### src/rtl/seq_divider4_pkg.sv
// seq_divider4 shared types and constants.
// FSM state encoding and default operand width.
package seq_divider4_pkg;

    typedef enum logic [1:0] {
        IDLE = 2'd0,
        RUN  = 2'd1,
        DONE = 2'd2
    } state_t;

    localparam int DEF_WIDTH = 4;

endpackage

### src/rtl/seq_divider4_sub_unit.sv
// Ripple-carry subtractor: a + ~b + 1.
// cout high means no borrow (a >= b).
module sub_unit
    import seq_divider4_pkg::*;
#(
    parameter int WIDTH = DEF_WIDTH
) (
    input  logic [WIDTH-1:0] a,
    input  logic [WIDTH-1:0] b,
    output logic [WIDTH-1:0] diff,
    output logic             cout
);

    logic [WIDTH:0] c;
    logic [WIDTH-1:0] nb;

    assign c[0] = 1'b1;
    assign nb   = ~b;

    for (genvar i = 0; i < WIDTH; i++) begin : g_fa
        assign diff[i]  = a[i] ^ nb[i] ^ c[i];
        assign c[i + 1] = (a[i] & nb[i]) | (c[i] & (a[i] ^ nb[i]));
    end

    assign cout = c[WIDTH];

endmodule

### src/rtl/seq_divider4.sv
// Sequential restoring divider, one subtract per cycle.
// Busy/done handshake; results held until next accepted start.
module seq_divider4
    import seq_divider4_pkg::*;
#(
    parameter int WIDTH = DEF_WIDTH
) (
    input  logic             clk,
    input  logic             rst_n,
    input  logic             start,
    input  logic [WIDTH-1:0] dividend,
    input  logic [WIDTH-1:0] divisor,
    output logic             busy,
    output logic             done,
    output logic [WIDTH-1:0] quotient,
    output logic [WIDTH-1:0] remainder,
    output logic             div_zero
);

    localparam int CW = $clog2(WIDTH);

    state_t state, state_nx;

    logic [WIDTH-1:0] q_r;
    logic [WIDTH-1:0] r_r;
    logic [WIDTH-1:0] dvs_r;
    logic [CW-1:0]    cnt;
    logic             dz_r;

    logic [WIDTH-1:0] sub_a;
    logic [WIDTH-1:0] diff;
    logic             cout;
    logic             succ;
    logic             accept;

    // Low WIDTH bits of the shifted partial remainder {R, Q msb}.
    assign sub_a = {r_r[WIDTH-2:0], q_r[WIDTH-1]};

    sub_unit #(.WIDTH(WIDTH)) u_sub (
        .a    (sub_a),
        .b    (dvs_r),
        .diff (diff),
        .cout (cout)
    );

    // Bit shifted out of R makes S >= 2^WIDTH > divisor.
    assign succ   = r_r[WIDTH-1] | cout;
    assign accept = start & (state != RUN);

    // State register.
    always_ff @(posedge clk or negedge rst_n) begin
        if (!rst_n) state <= IDLE;
        else        state <= state_nx;
    end

    // Next-state logic.
    always_comb begin
        state_nx = state;
        unique case (state)
            IDLE: begin
                if (start)
                    state_nx = (divisor == '0) ? DONE : RUN;
            end
            RUN: begin
                if (cnt == '0) state_nx = DONE;
            end
            DONE: begin
                if (start)
                    state_nx = (divisor == '0) ? DONE : RUN;
                else
                    state_nx = IDLE;
            end
            default: state_nx = IDLE;
        endcase
    end

    // Operand capture and shift-subtract datapath.
    always_ff @(posedge clk or negedge rst_n) begin
        if (!rst_n) begin
            q_r   <= '0;
            r_r   <= '0;
            dvs_r <= '0;
            cnt   <= '0;
            dz_r  <= 1'b0;
        end else if (accept) begin
            dvs_r <= divisor;
            cnt   <= CW'(WIDTH - 1);
            if (divisor == '0) begin
                q_r  <= '1;
                r_r  <= dividend;
                dz_r <= 1'b1;
            end else begin
                q_r  <= dividend;
                r_r  <= '0;
                dz_r <= 1'b0;
            end
        end else if (state == RUN) begin
            r_r <= succ ? diff : sub_a;
            q_r <= {q_r[WIDTH-2:0], succ};
            if (cnt != '0) cnt <= cnt - 1'b1;
        end
    end

    assign busy      = (state == RUN);
    assign done      = (state == DONE);
    assign quotient  = q_r;
    assign remainder = r_r;
    assign div_zero  = dz_r;

endmodule
### config.mk
export PLATFORM = sky130hd
export DESIGN_NAME = seq_divider4
export DESIGN_NICKNAME = d
export VERILOG_FILES = /design/src/rtl/seq_divider4_pkg.sv /design/src/rtl/seq_divider4_sub_unit.sv /design/src/rtl/seq_divider4.sv
export SDC_FILE = /design/constraint.sdc
export NUM_CORES = 1
export LEC_CHECK = 0
export CORE_MARGIN = 2
export CORE_UTILIZATION = 50
export DETAILED_ROUTE_END_ITERATION = 10
export DONT_BUFFER_PORTS = 1
export GPL_TIMING_DRIVEN = 0
export PLACE_DENSITY = 0.68
export REMOVE_ABC_BUFFERS = 1
export SLEW_MARGIN = 5
export SYNTH_ARGS = -nofsm -noshare
export SYNTH_HDL_FRONTEND = slang
export SYNTH_SLANG_ARGS = --single-unit
### constraint.sdc
create_clock -name clk -period 2.2 [get_ports clk]
set_input_delay 0.44 -clock clk [delete_from_list [all_inputs] [get_ports clk]]
set_output_delay 0.44 -clock clk [all_outputs]
set_load 0.05 [all_outputs]
-- Word-level counts from Yosys, hierarchy flattened
Index checks and enable logic that the tools add are counted.
- reduce and logical (&&, ||, !) cells: 8
- bitwise logic cells: 22
- $add $sub $neg: 1
- multiplexer cells: 16
- eq/ne operators: 5
- operators by type and width (kind ; number):
    4-bit 2-to-1 mux ; 7
    2-bit 2-to-1 mux ; 7
    1-bit bitwise AND ; 8
    1-bit bitwise XOR ; 7
    2-bit one-hot mux with 3 select lines ; 1
    2-bit nonzero test ; 3
    1-bit bitwise OR ; 5
    2-bit zero test ; 2
    4-bit zero test ; 1
    2-bit by 1-bit inequality test with 1-bit output, second input constant ; 2
    4-bit inverter ; 1
    2-bit AND reduction ; 2
    2-bit by 1-bit equality test with 1-bit output, second input constant ; 1
    2-bit equality test, second input constant ; 1
    2-bit inequality test, second input constant ; 1
    2-bit by 1-bit subtractor with 2-bit output, second input constant ; 1
    1-bit 2-to-1 mux ; 1
    1-bit inverter ; 1
- input bits: 11
- register bits after elaboration: 17
- output and inout port bits: 11
- word-level logic and storage cells: 58

-- Logic depth before layout (Yosys ltp)
Gate-level depths: netlist of run 1.
- depth after elaboration: 13
- depth in mapped cells: 9
- depth with buffers taken out: 9

-- Cells and area by module
A second synthesis of run 1 with hierarchy kept.
- cell total of the unflattened synthesis: 93
- area, all modules: 922.1 µm²
- modules (own cells, without submodules) (module ; seq. area each (µm²) ; area an instance (µm²) ; instances ; cells each):
    seq_divider4 ; 425.4 ; 815.8 ; 1 ; 80
    sub_unit ; 0.0 ; 106.4 ; 1 ; 13

-- Worst setup path after synthesis of run 1
Ideal clock, no wire load.
- path kind: flip-flop to flip-flop
- start point: register q_r[3] (netlist: quotient[3])
- end point: register r_r[3] (netlist: remainder[3])
- stages on the path, launching flop included: 9
- period minus slack after synthesis: 2.414 ns
- required time: 2.050 ns
- library setup time: 0.150 ns
- slack: -0.214 ns
- arrival time: 2.263 ns
- path buffers: 0
- cells stage by stage: dfrtp_1 inv_1 ha_1 fa_1 fa_1 inv_1 fa_1 nand2_1 a32oi_1
- word-level cells in the longest chain between the ends: 12
- elaborated cells on any way between the ends: 14
- classes of those cells: mux: 3; bitwise: 11
- RTL lines (what ; RTL line ; source):
    from (decl) ; seq_divider4.sv:24 ; logic [WIDTH-1:0] q_r;
    from (signal assigned) ; seq_divider4.sv:93 ; q_r <= dividend;
    from (signal assigned) ; seq_divider4.sv:99 ; q_r <= {q_r[WIDTH-2:0], succ};
    1-bit bitwise AND / 1-bit bitwise XOR (equally long branches) ; seq_divider4_sub_unit.sv:22 ; assign c[i + 1] = (a[i] & nb[i]) | (c[i] & (a[i] ^ nb[i]));
    1-bit bitwise OR * ; seq_divider4_sub_unit.sv:22 ;
    1-bit bitwise AND * ; seq_divider4_sub_unit.sv:22 ;
    1-bit bitwise OR * ; seq_divider4_sub_unit.sv:22 ;
    1-bit bitwise AND * ; seq_divider4_sub_unit.sv:22 ;
    1-bit bitwise OR * ; seq_divider4_sub_unit.sv:22 ;
    1-bit bitwise AND ; seq_divider4_sub_unit.sv:22 ;
    1-bit bitwise OR ; seq_divider4_sub_unit.sv:22 ;
    1-bit bitwise OR ; seq_divider4.sv:47 ; assign succ = r_r[WIDTH-1] | cout;
    4-bit 2-to-1 mux * ; seq_divider4.sv:98 ; r_r <= succ ? diff : sub_a;
    4-bit 2-to-1 mux * ; seq_divider4.sv:97 ; end else if (state == RUN) begin
    4-bit 2-to-1 mux * ; seq_divider4.sv:85 ; end else if (accept) begin
    to (signal assigned) ; seq_divider4.sv:90 ; r_r <= dividend;
    to (signal assigned) ; seq_divider4.sv:98 ;
    to (decl) ; seq_divider4.sv:25 ; logic [WIDTH-1:0] r_r;
Every way passes the cells marked *; elsewhere a longest branch is shown, timed or not. The select of a mux whose other input is x is not followed.
A chain may end at the register's enable or synchronous reset.

-- Final worst setup path of run 1
Same ends and word-level chain as after synthesis.

==> results of run 1 <==
## state kept, by name (all words and copies together) (netlist names)
signal	count
div_zero	1
state	2
dvs_r	4
remainder	4
cnt	2
quotient	4
## timing repair
item	in CTS	in global routing
pin swaps	0	3
endpoints found under the setup margin	5	4
hold buffers	1	0
gates resized for setup	9	2
endpoints found under the hold margin	17	0
## critical path, stage by stage, from the launching register on
cell and delay, ns:
dfrtp_2 0.57, inv_2 0.06, ha_2 0.19, fa_2 0.33, fa_2 0.34, inv_2 0.06, fa_2 0.43, nand2_2 0.07
a32oi_1 0.09
## kinds of logic after synthesis
group	count (synthesis)	share of synthesized area (%)
and+or+nand+nor	23	13.3
adders and majority gates	5	9.30
DFF	17	46.5
buffers and inverters	13	6.16
muxes	5	6.16
AOI/OAI and AO/OA	27	18.6
## synthesized netlist by cell type
cell type	n	area share [%]
nand3_1	5	2.7
mux2_1	5	6.2
o32ai_1	1	0.96
nand2_1	7	2.9
buf_4	1	0.82
ha_1	2	2.7
nor2_1	1	0.41
nor2b_1	1	0.68
a32oi_1	1	0.96
inv_2	1	0.41
o22ai_1	1	0.68
nor3_1	4	2.2
buf_2	3	1.6
nand2_2	1	0.68
a22oi_2	3	4.1
o311ai_1	1	0.96
dfrtp_1	17	47
nor4_2	1	1.4
nand2b_2	1	0.96
or3_1	1	0.68
o21ai_1	10	5.5
fa_1	3	6.6
or2_1	1	0.68
o21ai_0	6	3.3
a21oi_1	4	2.2
inv_1	8	3.3
## final cells by class
cell class / instances / area [µm²] / share of cell area [%]
timing repair buffer: 1 / 10.0 / 1.02
multi-input combinational: 60 / 452 / 46.0
sequential: 17 / 428 / 43.6
inverter: 9 / 33.8 / 3.44
tap: 25 / 31.3 / 3.19
clock buffer: 4 / 26.3 / 2.68
## routing by layer
layer / wire, µm / part of all wire (%)
met4: 17 / 0.96
met5: 0 / 0
met2: 872 / 49
met3: 84 / 4.7
met1: 806 / 45
## cell usage in the layout, fill, tap and decap left out
master / synthesis / final
nor4_2: 1 / 1
o311ai_1: 1 / 1
dfrtp_1: 17 / 15
o21ai_2: 0 / 1
o21ai_0: 6 / 6
clkbuf_4: 0 / 3
a22oi_2: 3 / 3
or2_4: 0 / 1
nand2_1: 7 / 6
fa_2: 0 / 3
nor2_1: 1 / 1
nor2b_1: 1 / 1
mux2_1: 5 / 5
inv_1: 8 / 6
or3_1: 1 / 1
o21ai_1: 10 / 9
clkbuf_1: 0 / 1
nor3_1: 4 / 4
o32ai_1: 1 / 1
inv_2: 1 / 3
ha_1: 2 / 1
nand3_1: 5 / 5
dfrtp_2: 0 / 2
ha_2: 0 / 1
dlygate4sd3_1: 0 / 1
a21oi_1: 4 / 4
o22ai_1: 1 / 1
nand2_2: 1 / 2
a32oi_1: 1 / 1
nand2b_2: 1 / 1
## worst max-delay path by stage
| stage | cells past startpoint | slack, ns | end | from |
|---|---|---|---|---|
| after floorplan | 8 | -0.21 | remainder[3] | quotient[3] |
| after global placement | 9 | -0.36 | remainder[3] | quotient[3] |
| after detailed placement | 9 | -0.39 | remainder[3] | quotient[3] |
| after CTS | 8 | -0.08 | remainder[3] | quotient[3] |
| after global routing | 8 | -0.16 | remainder[3] | quotient[3] |
| final | 8 | -0.08 | remainder[3] | quotient[3] |
## through the flow
stage                     worst slack, ns  hold slack [ns]
after global placement             -0.361            0.145
final                             -0.0806            0.280
after detailed placement           -0.390            0.145
after global routing               -0.159            0.271
after CTS                         -0.0824            0.278
after floorplan                    -0.214            0.144
==> impl_metrics.toml, run 1 <==
[run_status]
outcome = "complete, but fails checks"
violations = "setup timing"

[yosys]
yosysWarnings = 0
ys_seq_area_share_pct = 46.5
ys_types = 26
syn_inst = 90
synth.avg_cell_area_um2 = 10.2
ys_ff_latch = 17
syn_area_um2 = 915

[drt]
wl_per_cell_um = 15.3
drt_iter0_markers = 18
vias = 670
firstDrtPassIters = 4
drc = 0
drtAntennaViolNets = 0
drt-total-wl_mm = 1.78
vias_per_cell = 5.78

[cells_and_area]
layout-drive-gt1-share_pct = 23.1
finalNonFillerCells = 116
layout.nets = 108
diodes = 0
area_growth_pct = 7.25
fillers = 157
final_util_pct = 56.8
final_cell_area_um2 = 981

[placed_design]
gp_congestion = 0.774
port_buffers = 0
dp_cells = 111
place_area_um2 = 923
hpwl_mm = 1.33

[timing]
final.setup.worst_slack_ns = -0.0806
max_freq_ghz = 0.438
maxSlewViolCount = 0
finalCriticalPeriod_ns = 2.28
rsz0062_at_grt = "yes"
final-setup-viol-count = 2
fin_crit_sh_pct = 104
fin_skew_ns = 0.00765
tns_ns = -0.0853
tightest_slew_ns = 0.948
relSlewSlack_pct = 36.7
hold_viol_final = 0

[clock_network]
postCtsSetupBuffers = 0
root_buffer = "clkbuf_4"
path_clk_slew_ns = 0.10
cts_inserted_buffers = 3
clock_latency_ns = 0.29
cts_num_sinks = 17
htree_levels = 1
cts_buffer_depth = 2
cts_tree = "done"

[worst_hold_path]
hold_path_depth = 1
hp-start = "divisor[2]"
hold_end = "dvs_r[2]"
hp-class = "input port to register"

[setup_path]
rr_worst_depth = 8
crit_path_start_kind = "register"
r2r_slack_ns = -0.08
r2r-end = "remainder[3]"
endpoint_kind = "register"
crit_fanout = 4
crit_required_ns = 2.35
path_class = "register to register"
cp.arrival_ns = 2.43
regToRegStartpoint = "quotient[3]"

[die]
die_area_um2 = 2190
die_h_um = 46.8
rows = 15
start_util_pct = 53.0
core_um2 = 1730
io_pins = 22
die_x_um = 46.8

[global_route]
grt_pass1_vias = 626
grt_usage_pct = 18.5
grt_use_met3_pct = 4.23
antenna_found_initial = 0
grt_pass1_wl_mm = 2.79
grtUsageMet2_pct = 27.7
gr-total-overflow = 0
grt_max_degree = 18
grt.busiest_layer = "met2"
use_met1_pct = 26.6

[flow_run]
drv_cap = 0
Power of run 1 is left out: the tool's default activity adds up to more than one toggle a clock period on the data nets, which glitch-free logic cannot reach.
==> run 2: changes to the inputs <==
Settings changed: CORE_MARGIN 2 to 5.
==> impl_metrics.toml, run 2 (synthesized netlist as in run 1, its figures left out) <==
[global_route]
grt_use_met3_pct = 4.84
grtUsageMet2_pct = 24.4
use_met1_pct = 20.0
grt_pass1_vias = 665
grt_usage_pct = 15.9
grt_max_degree = 18
grt.busiest_layer = "met2"
grt_pass1_wl_mm = 3.11
gr-total-overflow = 0
antenna_found_initial = 0

[cells_and_area]
layout_commonest_cell = "dfrtp_1"
layout-drive-gt1-share_pct = 25.3
layout.nets = 108
diodes = 0
area_growth_pct = 9.03
layout_common_cells = "dfrtp_1, o21ai_1, inv_1, nand2_1"
final_cell_area_um2 = 997

[drt]
drt-total-wl_mm = 1.80
drc = 0
firstDrtPassIters = 4
vias = 657
drtAntennaViolNets = 0
vias_per_cell = 5.66
wl_per_cell_um = 15.5
drt_iter0_markers = 6

[clock_network]
cts_buffer_depth = 2
root_buffer = "clkbuf_4"
htree_levels = 1
cts_num_sinks = 17
cts_tree = "done"
cts_inserted_buffers = 3
clock_latency_ns = 0.29
postCtsSetupBuffers = 0
path_clk_slew_ns = 0.10

[setup_path]
crit_required_ns = 2.35
path_class = "register to register"
crit_path_start_kind = "register"
endpoint_kind = "register"
crit_fanout = 4
cp.arrival_ns = 2.45

[timing]
hold_viol_final = 0
relSlewSlack_pct = 37.3
final.setup.worst_slack_ns = -0.104
tightest_slew_ns = 0.938
maxSlewViolCount = 0
rsz0062_at_grt = "yes"
fin_crit_sh_pct = 105
final-setup-viol-count = 4
fin_skew_ns = 0.00512
max_freq_ghz = 0.434
finalCriticalPeriod_ns = 2.30

[die]
io_pins = 22
die_x_um = 52.8
die_area_um2 = 2780
start_util_pct = 53.0
core_um2 = 1730
die_h_um = 52.8
rows = 15

[run_status]
violations = "setup timing"
outcome = "complete, but fails checks"

[placed_design]
hpwl_mm = 1.31
place_area_um2 = 923
pre_cts_ws_ns = -0.397
port_buffers = 0
gp_congestion = 0.831

[flow_run]
drv_cap = 0

[worst_hold_path]
hp-class = "input port to register"
==> run 2: what timing repair did <==
action,in CTS,in global routing
hold buffers,1,0
setup endpoints to repair,5,5
pin swaps,5,4
gates resized for setup,12,3
endpoints found under the hold margin,17,0
==> run 2: cell type report <==
class,count,area [µm²]
flip-flops and latches,17,428
fillers,161,729
repair buffers,1,10.0
well taps,25,31.3
multi-input cells,60,468
clock buffers,4,26.3
inverters,9,33.8
==> run 2: per-stage QoR <==
step	hold WS [ns]	TNS, ns	utilization, %	instances
global route	0.265	-0.494	57.8	116
finish	0.278	-0.202	57.8	116
CTS	0.267	-0.344	57.5	116
global placement	0.145	-1.49	53.5	111
detailed placement	0.145	-1.68	53.5	111
floorplan	0.144	-0.766	-	86
==> run 2: worst paths after layout <==
kind	startpoint	depth (start not counted)	slack (ns)	end
worst max-delay path	quotient[3]	8	-0.10	remainder[3]
min in group asynchronous	rst_n	1	0.66	remainder[2]
worst min register to register	dvs_r[3]	1	0.51	dvs_r[3]
worst max register to register	quotient[3]	8	-0.10	remainder[3]
worst min-delay path	start	2	0.28	state[1]
max in group asynchronous	rst_n	1	1.02	quotient[3]
==> run 2: critical path, stage by stage (launching register included) <==
cell	delay, ns
dfrtp_2	0.57
inv_2	0.08
ha_4	0.17
fa_2	0.35
fa_2	0.34
inv_2	0.06
fa_2	0.42
nand2_2	0.08
a32oi_1	0.09
==> run 2: metal layers <==
| metal | share of wire, % | vias up |
|---|---|---|
| met2 | 49 | 11 |
| met4 | 1.6 | 0 |
| met1 | 44 | 321 |
| met5 | 0 | - |
| li1 | - | 321 |
| met3 | 5.2 | 4 |
Power of run 2 is left out for the same reason.
